**config.mk**
```make
export PLATFORM = sky130hd
export DESIGN_NAME = pc_sequencer
export DESIGN_NICKNAME = d
export VERILOG_FILES = /design/src/rtl/pc_sequencer.sv
export SDC_FILE = /design/constraint.sdc
export NUM_CORES = 1
export LEC_CHECK = 0
export CELL_PAD_IN_SITES_DETAIL_PLACEMENT = 0
export CELL_PAD_IN_SITES_GLOBAL_PLACEMENT = 1
export CORE_MARGIN = 5
export CORE_UTILIZATION = 51
export DETAILED_ROUTE_END_ITERATION = 8
export DONT_BUFFER_PORTS = 1
export GPL_ROUTABILITY_DRIVEN = 0
export PLACE_DENSITY_LB_ADDON = 0.1
export SLEW_MARGIN = 20
export SYNTH_ARGS = -nofsm -noshare
export SYNTH_HDL_FRONTEND = slang
export SYNTH_SLANG_ARGS = --single-unit
```
**constraint.sdc**
```tcl
create_clock -name clk -period 4.05 [get_ports clk]
set_input_delay 0.81 -clock clk [delete_from_list [all_inputs] [get_ports clk]]
set_output_delay 0.81 -clock clk [all_outputs]
set_load 0.05 [all_outputs]
```
**src/rtl/pc_sequencer.sv**
```systemverilog
// Program counter / fetch control: steps, jumps, branches or halts on the decoded opcode.
// Latency: next pc registered at each unstalled edge; retire is combinational in the same cycle.
// Backpressure: stall holds pc, count and state and suppresses retire; start is ignored while running.
module pc_sequencer #(
  parameter int              PC_W     = 16,
  parameter logic [PC_W-1:0] START_PC = '0
) (
  input  logic            clk,
  input  logic            rst_n,
  input  logic            start,
  input  logic            stall,
  input  logic [3:0]      opcode,
  input  logic [PC_W-1:0] target,
  input  logic            eq,
  input  logic            lt,
  output logic [PC_W-1:0] pc,
  output logic            running,
  output logic            done,
  output logic            fault,
  output logic            retire,
  output logic [PC_W-1:0] instr_count
);

  localparam logic [1:0] ST_IDLE   = 2'd0;
  localparam logic [1:0] ST_RUN    = 2'd1;
  localparam logic [1:0] ST_HALTED = 2'd2;

  localparam logic [3:0] OP_JMP  = 4'b0010;
  localparam logic [3:0] OP_BNE  = 4'b1010;
  localparam logic [3:0] OP_BEQ  = 4'b1011;
  localparam logic [3:0] OP_BLT  = 4'b1100;
  localparam logic [3:0] OP_HALT = 4'b1110;

  localparam logic [PC_W-1:0] ALL_ONES = '1;

  logic [1:0]      state_q, state_n;
  logic [PC_W-1:0] pc_q, pc_n;
  logic [PC_W-1:0] cnt_q, cnt_n;
  logic            fault_q, fault_n;
  logic            take_target;

  // Redirect decision: jumps always, branches on the ALU compare flags.
  always_comb begin
    take_target = 1'b0;
    case (opcode)
      OP_JMP:  take_target = 1'b1;
      OP_BNE:  take_target = ~eq;
      OP_BEQ:  take_target = eq;
      OP_BLT:  take_target = lt;
      default: take_target = 1'b0;
    endcase
  end

  // Next-state, next-pc, retire counter and wrap fault.
  always_comb begin
    state_n = state_q;
    pc_n    = pc_q;
    cnt_n   = cnt_q;
    fault_n = fault_q;
    case (state_q)
      ST_IDLE, ST_HALTED: begin
        if (start) begin
          state_n = ST_RUN;
          pc_n    = START_PC;
          cnt_n   = '0;
          fault_n = 1'b0;
        end
      end
      ST_RUN: begin
        if (!stall) begin
          // Every unstalled instruction retires, HALT and the wrapping one included.
          if (cnt_q != ALL_ONES) cnt_n = cnt_q + 1'b1;
          if (opcode == OP_HALT) begin
            state_n = ST_HALTED;
          end else if (take_target) begin
            pc_n = target;
          end else if (pc_q == ALL_ONES) begin
            // Sequential fall-off past the top of the address space: stop with pc parked.
            fault_n = 1'b1;
            state_n = ST_HALTED;
          end else begin
            pc_n = pc_q + 1'b1;
          end
        end
      end
      default: state_n = ST_IDLE;
    endcase
  end

  // Architectural registers with asynchronous reset.
  always_ff @(posedge clk or negedge rst_n) begin
    if (!rst_n) begin
      state_q <= ST_IDLE;
      pc_q    <= START_PC;
      cnt_q   <= '0;
      fault_q <= 1'b0;
    end else begin
      state_q <= state_n;
      pc_q    <= pc_n;
      cnt_q   <= cnt_n;
      fault_q <= fault_n;
    end
  end

  assign pc          = pc_q;
  assign running     = (state_q == ST_RUN);
  assign done        = (state_q == ST_HALTED);
  assign fault       = fault_q;
  assign retire      = running & ~stall;
  assign instr_count = cnt_q;

endmodule

```
==> flow_summary.json <==
{
  "path_max_fanout": 11,
  "synth_nets": 273,
  "setup_viol": 0,
  "synth_edf_count": 0,
  "die_x_um": 76.8,
  "synth-seq-cells": 35,
  "design_power_total_mw": 1.57,
  "cts.sinks": 35,
  "drive_gt1_share_pct": 11.8,
  "ys_types": 62,
  "p_switching_uw": 766,
  "core_um2": 4350,
  "period_needed_ns": 2.50,
  "start_util_pct": 52.3,
  "avgSynthCellArea_um2": 9.29,
  "cp_data_arrival_time_ns": 2.69,
  "yosysTopAreaCellShare_pct": 38.5,
  "cts_resized": 0,
  "ctsHoldBuffers": 0,
  "crit_slowest_cell": "dfrtp_1",
  "dieArea_um2": 5900,
  "area_growth_pct": 7.26,
  "pre_cts_ws_ns": 1.61,
  "tightest_slew_ns": 1.01,
  "clock_power_share_pct": 24.3,
  "fmax_mhz": 399,
  "status": "finished, final reports clean",
  "numCtsBuffers": 5,
  "die_y_um": 76.8,
  "p_int_uw": 803,
  "fin_ws_ns": 1.55,
  "drt_pass1_iterations": 5,
  "drcViolationCount": 0,
  "antenna_cells": 0,
  "cp.required_ns": 4.23,
  "pwr-share-seq_pct": 50.0,
  "antenna_left": 0,
  "critPathKind": "register to register",
  "worst-path-buf-inv": 0,
  "vias_per_cell": 6.87,
  "finClkSkew_ns": 0.00379,
  "async_flop_share_pct": 100,
  "hold_class": "primary input to async pin",
  "yosysSeqAreaShare_pct": 38.5,
  "p_sw_share_pct": 48.8,
  "layout.nets": 273,
  "antenna_found_initial": 0,
  "wl_mm": 6.35,
  "peakVddDrop_mv": 0.251,
  "clockBufferDepth": 2,
  "cts_tree": "yes",
  "synthFlopType": "dfrtp_1",
  "cts-root-buf": "clkbuf_8",
  "vias": 2048,
  "synth.cell_area_um2": 2280,
  "grt_pass1_vias": 1990,
  "fin_crit_sh_pct": 61.8,
  "htreeDepth": 2,
  "cts_setup_buffers": 0,
  "p_leak_nw": 1.04,
  "io_pins": 62,
  "slew_headroom_pct": 32.8,
  "grt_max_degree": 36,
  "port_buffers": 0,
  "grt_usage_pct": 22.0,
  "hpwl_mm": 4.61,
  "rsz0062_at_grt": "no",
  "wl_per_cell_um": 21.3,
  "syn_inst": 245,
  "final_max_slew_viol_count": 0,
  "critPathCaptureType": "register",
  "yosysTopAreaCell": "dfrtp_1",
  "cpLargestDelayFamily": "flip-flops",
  "p_comb_share_pct": 25.7,
  "critPathMaxStageDelay_ns": 0.75,
  "power_density_nw_per_um2": 643,
  "hold_viol_final": 0,
  "critPathLaunchType": "register",
  "grt_first_pass_wirelength_mm": 10.6,
  "clock_latency_ns": 0.29,
  "tns_ns": 0,
  "ys_top_cells_by_area": "dfrtp_1, nor2_1, xor2_1, and4_1, o21ai_0",
  "yosys_warnings": 0,
  "crit_chain": "ha_1 > and3_1 > nand4_1 > o211ai_2 > xor2_1 > nor2_1",
  "drv_cap": 0,
  "initialDrtViolationCount": 165,
  "clkTransAtPathRegs_ns": 0.07,
  "grt.overflow.total": 0,
  "std_cell_rows": 24
}
[metal layers]
| metal | share of wire, % | global-route usage, % | vias up |
|---|---|---|---|
| met5 | 0 | 0 | - |
| met4 | 1.2 | 6.47 | 0 |
| met3 | 12 | 9.25 | 6 |
| met2 | 43 | 31.2 | 112 |
| met1 | 44 | 30.2 | 985 |
| li1 | - | - | 945 |
[worst register-to-register path, delay by kind of cell (launching register included)]
family,cells,cell delay [ns]
adder cells (fa/ha/maj),1,0.32
AND/OR/NAND/NOR,3,0.70
flip-flops,1,0.75
AO/OA/AOI/OAI,1,0.44
XOR/XNOR,1,0.18
[cells in the mapped netlist (all sizes together), types with 3 or more instances]
master	count
inv	4
buf	6
o21ai	17
and2	7
nor3	12
o2bb2ai	6
o211ai	9
nand2b	3
and3	8
a21oi	11
o21a	3
and4	8
nor2	25
nand3	7
o2111ai	5
nand4	7
a31oi	4
dfrtp	35
nor2b	4
xor2	10
a22oi	3
nand2	17
[registers in the layout, summed over array words and instances, names as in the netlist]
| register | count |
|---|---|
| fault | 1 |
| instr_count | 16 |
| pc | 16 |
| state_q | 2 |
[through the flow]
| step | utilization, % | cells | area (µm²) | hold WS [ns] |
|---|---|---|---|---|
| after floorplan | - | 245 | 2280 | 0.514 |
| after global placement | 53.0 | 290 | 2310 | 0.515 |
| after detailed placement | 53.0 | 290 | 2310 | 0.515 |
| after CTS | 56.1 | 298 | 2440 | 0.189 |
| after global routing | 56.1 | 298 | 2440 | 0.185 |
| final | 56.1 | 298 | 2440 | 0.201 |
[power by group through the flow]
stage	registers (mW)	logic (mW)	clock network, mW
after global placement	0.786	0.392	0
after detailed placement	0.790	0.397	0
after floorplan	0.750	0.325	0
final	0.785	0.404	0.380
after CTS	0.782	0.399	0.390
after global routing	0.800	0.450	0.401
[final cells by class]
type / count / area [µm²]
clock buffers: 6 / 72.6
clock inverters: 2 / 60.1
fillers: 419 / 1910
inverters: 5 / 20.0
multi-input cells: 197 / 1340
flip-flops and latches: 35 / 876
well taps: 52 / 65.1
repair buffers: 1 / 7.51
[cell families after synthesis]
group	synth area share (%)
AOI/OAI and AO/OA	26.3
xor gates and xnor gates	4.23
adders and majority gates	1.10
buffers and inverters	2.64
DFF	38.5
muxes	0.880
and+or+nand+nor	26.3
[path summary, 6_finish.rpt]
check                                                start                          end  slack [ns]  cells after the start
worst max-delay path            instr_count[0]$_DFFE_PN0P_   instr_count[2]$_DFFE_PN0P_        1.55                      6
worst min-delay path                                 rst_n  instr_count[12]$_DFFE_PN0P_        0.20                      0
worst max register to register  instr_count[0]$_DFFE_PN0P_   instr_count[2]$_DFFE_PN0P_        1.55                      6
worst min register to register      state_q[1]$_DFFE_PN0P_       state_q[1]$_DFFE_PN0P_        0.64                      2
max in group asynchronous                            rst_n           pc[12]$_DFFE_PN0P_        3.77                      0
min in group clk                    state_q[1]$_DFFE_PN0P_       state_q[1]$_DFFE_PN0P_        0.64                      2
[layout by cell type, fill, tap and decap left out, drive strengths merged, types with 6 or more instances in the layout]
cell | netlist | layout
o21ai | 17 | 17
nand4 | 7 | 7
nand2 | 17 | 17
and2 | 7 | 7
dfrtp | 35 | 35
nand3 | 7 | 7
a21oi | 11 | 11
nor3 | 12 | 12
nor2 | 25 | 25
o211ai | 9 | 9
and3 | 8 | 8
and4 | 8 | 8
o2bb2ai | 6 | 6
xor2 | 10 | 10
clkbuf | 2 | 6
Power figures use the tool's default switching activity.
